==> src/rtl/l2_mp_trace_collector.sv <==
// MainPipe stage-3 task trace collector: filters events, stamps them with a free-running
// cycle count and buffers them in a FIFO toward the trace writer, counting overflow drops.
module l2_mp_trace_collector #(
    parameter int unsigned DEPTH = 8
) (
    input  logic                     clock,
    input  logic                     reset,
    input  logic                     in_valid,
    input  logic [1:0]               in_metaWway,
    input  logic                     in_metaWvalid,
    input  logic [7:0]               in_mshrId,
    input  logic [7:0]               in_allocPtr,
    input  logic                     in_allocValid,
    input  logic [1:0]               in_dirWay,
    input  logic                     in_dirHit,
    input  logic [6:0]               in_sset,
    input  logic [7:0]               in_tag,
    input  logic [2:0]               in_opcode,
    input  logic [2:0]               in_channel,
    input  logic                     in_mshrTask,
    input  logic                     trace_en,
    input  logic [2:0]               chan_mask,
    input  logic                     out_ready,
    output logic                     out_en,
    output logic [1:0]               out_metaWway,
    output logic                     out_metaWvalid,
    output logic [7:0]               out_mshrId,
    output logic [7:0]               out_allocPtr,
    output logic                     out_allocValid,
    output logic [1:0]               out_dirWay,
    output logic                     out_dirHit,
    output logic [6:0]               out_sset,
    output logic [7:0]               out_tag,
    output logic [2:0]               out_opcode,
    output logic [2:0]               out_channel,
    output logic                     out_mshrTask,
    output logic [63:0]              out_stamp,
    output logic [15:0]              drop_cnt,
    output logic [$clog2(DEPTH):0]   occupancy
);

    localparam int unsigned AW = $clog2(DEPTH);
    localparam int unsigned PW = 45;
    localparam int unsigned EW = PW + 64;
    localparam logic [AW:0] FullCnt = (AW + 1)'(DEPTH);

    logic [EW-1:0] mem_q [DEPTH];
    logic [AW-1:0] wr_ptr_q, wr_ptr_d;
    logic [AW-1:0] rd_ptr_q, rd_ptr_d;
    logic [AW:0]   occ_q, occ_d;
    logic [63:0]   stamp_q, stamp_d;
    logic [15:0]   drop_q, drop_d;

    logic [PW-1:0] in_payload;
    logic [EW-1:0] head;
    logic          capture, full, pop, push, drop;

    assign in_payload = {in_metaWway, in_metaWvalid, in_mshrId, in_allocPtr, in_allocValid,
                         in_dirWay, in_dirHit, in_sset, in_tag, in_opcode, in_channel,
                         in_mshrTask};

    assign capture = in_valid && trace_en && ((in_channel & chan_mask) != 3'b000);
    assign full    = (occ_q == FullCnt);
    assign pop     = out_en && out_ready;
    // A full FIFO still accepts a push when the head leaves in the same cycle.
    assign push    = capture && (!full || pop);
    assign drop    = capture && full && !pop;

    always_comb begin
        wr_ptr_d = wr_ptr_q;
        rd_ptr_d = rd_ptr_q;
        occ_d    = occ_q;
        stamp_d  = stamp_q + 64'd1;
        drop_d   = drop_q;
        if (push) begin
            wr_ptr_d = wr_ptr_q + AW'(1);
        end
        if (pop) begin
            rd_ptr_d = rd_ptr_q + AW'(1);
        end
        if (push && !pop) begin
            occ_d = occ_q + (AW + 1)'(1);
        end else if (pop && !push) begin
            occ_d = occ_q - (AW + 1)'(1);
        end
        if (drop && (drop_q != 16'hFFFF)) begin
            drop_d = drop_q + 16'd1;
        end
    end

    always_ff @(posedge clock) begin
        if (reset) begin
            wr_ptr_q <= '0;
            rd_ptr_q <= '0;
            occ_q    <= '0;
            stamp_q  <= '0;
            drop_q   <= '0;
        end else begin
            wr_ptr_q <= wr_ptr_d;
            rd_ptr_q <= rd_ptr_d;
            occ_q    <= occ_d;
            stamp_q  <= stamp_d;
            drop_q   <= drop_d;
        end
    end

    always_ff @(posedge clock) begin
        if (!reset && push) begin
            mem_q[wr_ptr_q] <= {stamp_q, in_payload};
        end
    end

    assign head      = mem_q[rd_ptr_q];
    assign out_en    = (occ_q != '0);
    assign out_stamp = head[EW-1:PW];
    assign {out_metaWway, out_metaWvalid, out_mshrId, out_allocPtr, out_allocValid,
            out_dirWay, out_dirHit, out_sset, out_tag, out_opcode, out_channel,
            out_mshrTask} = head[PW-1:0];
    assign drop_cnt  = drop_q;
    assign occupancy = occ_q;

endmodule
==> config.mk <==
export PLATFORM = sky130hd
export DESIGN_NAME = l2_mp_trace_collector
export DESIGN_NICKNAME = d
export VERILOG_FILES = /design/src/rtl/l2_mp_trace_collector.sv
export SDC_FILE = /design/constraint.sdc
export NUM_CORES = 1
export LEC_CHECK = 0
export ABC_CLOCK_PERIOD_IN_PS = 18800
export BUFFER_PORTS_ARGS = -buffer_cell sky130_fd_sc_hd__buf_2
export CAP_MARGIN = 10
export CELL_PAD_IN_SITES_DETAIL_PLACEMENT = 0
export CELL_PAD_IN_SITES_GLOBAL_PLACEMENT = 1
export CORE_MARGIN = 5
export CORE_UTILIZATION = 45
export DETAILED_ROUTE_END_ITERATION = 12
export PLACE_DENSITY = 0.73
export RECOVER_POWER = 25
export REMOVE_ABC_BUFFERS = 1
export SLEW_MARGIN = 30
export SYNTH_ARGS = -nofsm -noshare
export SYNTH_HDL_FRONTEND = slang
export SYNTH_SLANG_ARGS = --single-unit
==> constraint.sdc <==
create_clock -name clock -period 18.8 [get_ports clock]
set_input_delay 0 -clock clock [delete_from_list [all_inputs] [get_ports clock]]
set_output_delay 0 -clock clock [all_outputs]
set_load 0.02 [all_outputs]
# Yosys cells after proc, flatten, opt, wreduce, memory -nomap -nowiden

Memories as Yosys holds them, arrays and structs flattened. A register that Yosys moved wholly into a read port is not among the register bits.
Index checks and enable logic that the tools add are counted.

Flip-flop bits (word level): 90
Memories: 1
RAM bits: 872
Logic and storage cells: 39

Bitwise gates (word level): 1
Reductions and logical operators: 18
Add/subtract/negate cells: 6
Eq/ne operators: 2
Mux-type cells: 6

Memory list:

| memory | words | bits a word | rd ports | clocked after memory_dff | wr ports | line | text |
|---|---|---|---|---|---|---|---|
| mem_q  | 8     | 109         | 1        | 1                        | 1        | 47   | `logic [EW-1:0] mem_q [DEPTH];` |

Operators by type and width:

| kind                    | count |
|---|---|
| $add A64 B1 Y64 const B | 1 |
| $add A16 B1 Y16 const B | 1 |
| $ne A16 B16 Y1 const B  | 1 |
| $logic_and A1 B1 Y1     | 10 |
| $mux W4                 | 2 |
| $add A3 B1 Y3 const B   | 2 |
| $mux W3                 | 2 |
| $add A4 B1 Y4 const B   | 1 |
| $eq A4 B4 Y1 const B    | 1 |
| $logic_not A1 Y1        | 4 |
| $reduce_bool A4 Y1      | 1 |
| $sub A4 B1 Y4 const B   | 1 |
| $and A3 B3 Y3           | 1 |
| $reduce_bool A3 Y1      | 1 |
| $mux W1                 | 2 |
| $reduce_bool A2 Y1      | 1 |
| $logic_or A1 B1 Y1      | 1 |

# Logic depth before layout (Yosys ltp)

Gate-level depths: netlist (run 1).

Word-level depth: 8
Gate-level depth with buffers: 12
Gate-level depth less buffers: 12

# Worst setup path after synthesis (run 1)

Ideal clock, no wire load.

Path kind: register to register
From: register occ_q[0] (netlist: occupancy[0])
To: memory mem_q[3][0] (netlist name) (enable)
Setup slack: 5.629 ns
Stages on the path, launching flop included: 7
Path buffers: 0
Arrival time: 12.289 ns
Library setup time: 0.882 ns
Cell sequence: dfxtp_1 -> or3_1 -> or2_2 -> nand2_1 -> inv_1 -> nand2_1 -> nor4b_1

Word-level cells in the longest chain between the ends: 7
Elaborated cells between the ends (all ways): 9
Classes of those cells: eq/ne: 1; mux: 2; reduce/logical: 6

RTL lines:

| item                                                           | line    | text |
|---|---|---|
| from (decl)                                                    | 50      | `logic [AW:0] occ_q, occ_d;` |
| from (signal assigned)                                         | 95      | `occ_q <= '0;` |
| from (signal assigned)                                         | 101     | `occ_q <= occ_d;` |
| $eq A4 B4 Y1 / $reduce_bool A4 Y1 (equally long branches)      | 63, 114 |  |
| $logic_not A1 Y1 / $logic_and A1 B1 Y1 (equally long branches) | 66, 64  |  |
| $logic_or A1 B1 Y1 (*)                                         | 66      | `assign push = capture && (!full \|\| pop);` |
| $logic_and A1 B1 Y1 (*)                                        | 66      |  |
| $logic_and A1 B1 Y1 (*)                                        | 108     | `if (!reset && push) begin` |
| $mux W1 (*)                                                    | 108     |  |
| $mux W1 (implied by the code) (*)                              | 109     | `mem_q[wr_ptr_q] <= {stamp_q, in_payload};` |
| to (decl)                                                      | 47      |  |

Every way passes the cells marked *; elsewhere a longest branch is shown, timed or not.

# Worst setup path in the final report (run 1)

From: input port trace_en
To: memory mem_q[3][105] (netlist name) (enable)

Word-level cells in the longest chain between the ends: 6

RTL lines:

| item                              | line | text |
|---|---|---|
| from (decl)                       | 21   | `input logic trace_en,` |
| $logic_and A1 B1 Y1 (2 in series) | 62   | `assign capture = in_valid && trace_en && ((in_channel & chan_mask) != 3'b000);` |
| $logic_and A1 B1 Y1               | 66   |  |
| $logic_and A1 B1 Y1               | 108  |  |
| $mux W1                           | 108  |  |
| $mux W1 (implied by the code)     | 109  |  |

No other way between the ends.

==> results of run 1 <==
[flip-flops by register name, summed over array words and instances (netlist names), named ones only]
signal / cells
wr_ptr_q: 3
mem_q: 872
occupancy: 4
drop_cnt: 16
rd_ptr_q: 3
stamp_q: 64
[synthesized netlist by cell type, types with 14 or more instances]
cell type	number	area share
clkbuf_1	46	0.0047
nand2_1	35	0.0035
or3_1	14	0.0024
dfxtp_1	93	0.050
nor4_1	17	0.0029
nor2_1	77	0.0078
xnor2_1	38	0.0090
xor2_1	21	0.0050
mux2_2	110	0.033
buf_1	30	0.0030
or4_1	16	0.0032
nand3_1	33	0.0045
mux4_2	218	0.13
o21ai_0	16	0.0022
nor3_1	17	0.0023
nand4_1	33	0.0056
edfxtp_1	872	0.71
a21oi_1	28	0.0038
[routing by layer]
layer / up-vias / GRT usage / wire length (um)
met1: 9539 / 0.2396 / 33290
met5: - / 0 / 0
li1: 8025 / - / -
met3: 118 / 0.02839 / 3179
met4: 0 / 0.04162 / 1566
met2: 377 / 0.2886 / 38710
[final cells by class]
class | count | share of cell area
Clock buffer | 125 | 0.06135
Clock inverter | 57 | 0.01363
Inverter | 12 | 0.001044
Multi-Input combinational cell | 748 | 0.2025
Sequential cell | 965 | 0.6502
Tap cell | 1070 | 0.03102
Timing Repair Buffer | 263 | 0.04027
[power groups by stage]
| stage | clock [W] | combinational, W | sequential [W] |
|---|---|---|---|
| 2_1_floorplan | 0 | 0.000560 | 0.00248 |
| 3_3_place_gp | 0 | 0.000667 | 0.00241 |
| 3_5_place_dp | 0 | 0.000683 | 0.00241 |
| 4_1_cts | 0.00198 | 0.000695 | 0.00237 |
| 5_1_grt | 0.00206 | 0.000737 | 0.00236 |
| 6_report | 0.00193 | 0.000683 | 0.00236 |
[repair_timing]
item	in CTS	in global routing
setup endpoints to repair	0	0
hold endpoints to repair	382	0
hold buffers	51	0
[kinds of logic after synthesis]
kind of cell	count (synthesis)	synth area share
AOI/OAI and AO/OA	56	0.008471
and+or+nand+nor	296	0.04293
adders and majority gates	8	0.002902
muxes	329	0.1661
DFF	965	0.7565
xor gates and xnor gates	59	0.01394
buffers and inverters	90	0.009179
[critical path: stages]
cell and delay, ns:
dlygate4sd3_1 0.51, buf_2 0.09, nand2_1 0.06, dlygate4sd3_1 0.57, nor2_1 0.14, nand2_1 0.18, inv_1 0.19, nand2_1 0.22
nor4b_2 0.67, buf_4 0.83, buf_4 0.85
[how the worst max path moves through the flow]
stage | startpoint | end | slack (ns)
final | trace_en | mem_q[3][105] | 14.60
after global routing | occupancy[0] | mem_q[3][87] | 14.38
after CTS | occupancy[0] | mem_q[3][93] | 14.58
after detailed placement | occupancy[0] | mem_q[3][93] | 14.60
after global placement | occupancy[0] | mem_q[3][93] | 14.73
after floorplan | occupancy[0] | mem_q[3][0] | 5.63
[stage by stage]
stage	area (sq um)	setup slack [ns]	total power (W)	utilization	instances
2_1_floorplan	36780	5.629	0.003037	-	1725
3_3_place_gp	39340	14.73	0.003079	0.4806	3003
3_5_place_dp	39410	14.60	0.003096	0.4815	3005
4_1_cts	43150	14.58	0.005041	0.5272	3238
5_1_grt	43150	14.38	0.005160	0.5272	3240
6_report	43150	14.60	0.004969	0.5272	3240
==> out/metrics.cfg, run 1 <==
[status]
outcome = complete, no violations

[sta]
fin_tns_setup_ns = 0
tightestPinTransition_ns = 0.9774
maxSlewViolCount = 0
fin_worst_skew_ns = 0.02835
rsz0062_at_grt = no
period_share = 0.2232
slew_headroom = 0.3484
fmax_mhz = 238.3
fin_crit_ns = 4.196
hold_violations = 0
finalSetupViolCount = 0
hold_ws_ns = 0.05527

[drt]
drt_iter0_drc = 1287
ant_nets = 0
vias = 18060
routedWlPerCell_um = 23.69
totalWireLength_um = 76750
first_pass_iters = 5
drt-vias-per-instance = 5.574
route.detailed.drc = 0

[worst_setup_path]
critPathLaunchType = input port
r2r_end = mem_q[3][105]
reg2reg_slack_ns = 14.63
arrival_ns = 4.45
end_kind = flop
r2r-start = occupancy[0]
critPathKind = input port to flop
cp.required_ns = 19.06
path_max_fanout = 55
reg2regPathDepth = 8

[clock_network]
clkSinkCount = 965
cts_buffer_depth = 3
post_cts_resized = 0
htreeDepth = 3
root_buffer = clkbuf_16
clk-insertion-delay-late_ns = 0.66
cts_setup_buffers = 0
clk_pin_slew_ns = 0.06
cts_tree = built
cts_buffers = 99

[final_layout]
layout.nets = 2150
diodes = 0
drive_gt1_frac = 0.3014
multi_input_area_sq_um = 8737
seqCellArea_sq_um = 28060
final_common_cell = edfxtp_1
mostFrequentLayoutCells = edfxtp_1, mux4_2, buf_2, mux2_2, clkbuf_16
fill_cells = 6389
syn_to_final_growth_pct = 16.39

[pwr]
comb_power_share = 0.137
pwr-share-clk = 0.388
p_switching_w = 0.001173
swShare = 0.2361
p_int_w = 0.003795
ir_worst_vdd_mv = 0.08105
p_leak_nw = 13.54
seq_power_share = 0.475
power_density_nw_per_um2 = 115.1

[synthesis]
synth.distinct_cells = 41
synthArstFlopShare = 0
synth-edff-count = 872
ys.flop_type = edfxtp_1
syn_area_sq_um = 37080
avgSynthCellArea_sq_um = 20.56
ys_seq_elements = 965
seq_area_frac_synth = 0.7565
ys.warnings.count = 0
synthCells = 1803

[hold_path]
hold_path_depth = 6
min_from = chan_mask[1]
min_to = wr_ptr_q[2]
holdCritPathClass = input port to flop

[placed_design]
io_buffers = 182
hpwl_um = 40530
gp_congestion = 0.7523

[floorplan]
core_area_sq_um = 81850
dieArea_sq_um = 88230
start_util = 0.4530
row_count = 105
io_pins = 183
die_w_um = 297.0
die_h_um = 297.0

[run]
maxCapViolCount = 0

[global_route]
grtUsageTotal = 0.1721
grt_pass1_wl_um = 117900
grt_pass1_vias = 19120
grt_max_degree = 161
antenna_found_initial = 0
overflow = 0

Note: power is estimated with default switching activity, not from simulation.
==> run 2, diff against run 1 <==
- ABC_AREA: not set -> 1
- ABC_CLOCK_PERIOD_IN_PS: 18800 -> 3600
- PLACE_DENSITY: 0.73 -> 0.81
- clock period: 18.8 -> 3.6 ns (I/O delays scaled with it)
==> run 2 against run 1 <==
  * Largest cell class unchanged
  * Critical endpoint is now out_stamp[28]
  * Utilization decreased by 0.50 points
  * Design area rose by 4.5%
  * Critical path type is now flop to output pin
  * Worst setup slack got worse by 14 ns
  * Synthesized cell count up 85%
  * Clock skew is 0.0028 ns lower
==> out/metrics.cfg, run 2 <==
[status]
outcome = complete, no violations

[synthesis]
seq_area_frac_synth = 0.7192
synth_top_family_by_area = simple AND/OR/NAND/NOR gates
synthArstFlopShare = 0
yosys.area_share.simple = 0.1501
ys_top_cells_by_area = edfxtp_1, nor2_1, nand2_1, o32ai_1, dfxtp_1
synth_common_cells = edfxtp_1, nor2_1, nand2_1
synth.most_common_cell = edfxtp_1
synth_top_area_frac = 0.6714
synthCells = 3341
ys.warnings.count = 0
syn_area_sq_um = 39000
synth_adder_area_share = 0.002759
yosysTopAreaCell = edfxtp_1
synth-edff-count = 872
muxShareOfSynthArea = 0
ys_seq_elements = 965
ys.flop_type = edfxtp_1
synth-xor-area-share = 0.004492
synth_compound_area_frac = 0.09067
avgSynthCellArea_sq_um = 11.67
synth.distinct_cells = 34

[floorplan]
row_count = 108
dieArea_sq_um = 92650
start_util = 0.4516
core_area_sq_um = 86350
die_w_um = 304.4
die_h_um = 304.4
io_pins = 183

[sta]
fin_worst_skew_ns = 0.02555
maxSlewViolCount = 0
fin_crit_ns = 2.958
fmax_mhz = 338.0
hold_violations = 0
period_share = 0.8217
finalSetupViolCount = 0
rsz0062_at_grt = no
slew_headroom = 0.4299
fin_ws_ns = 0.6418
tightestPinTransition_ns = 0.8551
hold_ws_ns = 0.07949

[placed_design]
dpl.cell_count = 4542
io_buffers = 182
gp_congestion = 0.8316
hpwl_um = 50170
post-place-ws_ns = 0.9063

[clock_network]
clkSinkCount = 965
clk-insertion-delay-late_ns = 0.66
cts_tree = built
clk_pin_slew_ns = 0.06
root_buffer = clkbuf_16
cts_buffers = 98
cts_buffer_depth = 3
htreeDepth = 3

[final_layout]
drive_gt1_frac = 0.09724
diodes = 0
largest_reg_flops = 872
seqCellArea_sq_um = 28060
top_register = mem_q
final_util = 0.5223
syn_to_final_growth_pct = 15.64
final_cells = 4775
layout.nets = 3599
final_common_cell = edfxtp_1
multi_input_area_sq_um = 9726
fill_cells = 7383
mostFrequentLayoutCells = edfxtp_1, nor2_1, nand2_1, o21ai_0, o32ai_1

[drt]
drt_iter0_drc = 1864
vias = 25430
first_pass_iters = 5
totalWireLength_um = 90370
routedWlPerCell_um = 18.92
drt-vias-per-instance = 5.326
route.detailed.drc = 0
ant_nets = 0

[pwr]
seq_power_share = 0.409
pwr-share-clk = 0.348
swShare = 0.3091
p_int_w = 0.02084
p_leak_nw = 15.58
total_power_w = 0.03016
power_density_nw_per_um2 = 668.8
p_switching_w = 0.009323
comb_power_share = 0.243
ir_worst_vdd_mv = 0.5323

[global_route]
grt_max_degree = 227
antenna_found_initial = 0
overflow = 0
grt_pass1_vias = 24900
grtUsageTotal = 0.1912
grt_pass1_wl_um = 141600

[worst_setup_path]
path_max_fanout = 119
r2r-start = occupancy[0]
reg2regPathDepth = 7
r2r_end = mem_q[5][103]
end_kind = output pin
arrival_ns = 2.96
cp.required_ns = 3.60
critPathKind = flop to output pin
critPathLaunchType = flop
reg2reg_slack_ns = 0.93

[hold_path]
min_from = chan_mask[0]
min_to = wr_ptr_q[2]
holdCritPathClass = input port to flop
hold_path_depth = 7

[run]
maxCapViolCount = 0

run 2: timing repair:
item                                   CTS  global route
setup buffers                            0             0
resized for setup                        0             0
hold buffers                            50             0
endpoints found under the hold margin  393             0
run 2: worst max-delay path, cell delays in order (launching register included):
cell and delay, ns:
dfxtp_4 0.42, buf_12 0.38, buf_16 0.40, nor2_1 0.10, o32ai_1 0.28, nand2_1 0.08
nand2_1 0.24, buf_2 0.22
run 2: how the worst max path moves through the flow:
stage | startpoint | endpoint | slack, ns | cells after the start
after detailed placement | occupancy[0] | mem_q[2][19] | 0.91 | 8
after global placement | occupancy[0] | mem_q[5][21] | 0.93 | 7
after floorplan | flop | out_allocPtr[0] | -16.84 | 5
after global routing | flop | out_stamp[29] | 0.46 | 7
final | flop | out_stamp[28] | 0.64 | 7
after CTS | flop | out_stamp[27] | 0.74 | 6
run 2: cell type report:
cell class                 count  share of cell area
multi-input combinational   2083              0.2157
sequential                   965              0.6222
tap                         1155             0.03205
clock inverter                56             0.01590
clock buffer                 126             0.05901
inverter                     115            0.009794
timing repair buffer         275             0.04542
run 2: power groups by stage:
stage	Clock, W	Sequential [W]	Combinational [W]
final	0.0105	0.0124	0.00732
after global routing	0.0112	0.0124	0.00812
after CTS	0.0107	0.0124	0.00744
after detailed placement	0	0.0126	0.00735
after global placement	0	0.0126	0.00730
after floorplan	0	0.0130	0.00369
run 2: cells by family after synthesis:
family | Yosys count
simple gates | 1519
fa+ha+maj | 8
xor+xnor | 20
flops | 965
buf+inv | 293
compound gates | 536
run 2: routing by layer:
metal | GRT usage | share of wire | up-vias
li1 | - | - | 12240
met1 | 0.2611 | 0.44 | 12450
met2 | 0.3240 | 0.49 | 617
met3 | 0.02798 | 0.051 | 123
met4 | 0.05187 | 0.021 | 0
met5 | 0 | 0 | -
run 2: metrics by stage:
step                TNS (ns)  cell area, sq um
CTS                        0             45120
global route               0             45100
global placement           0             41240
finish                     0             45100
detailed placement         0             41240
floorplan           -5440.09             38150
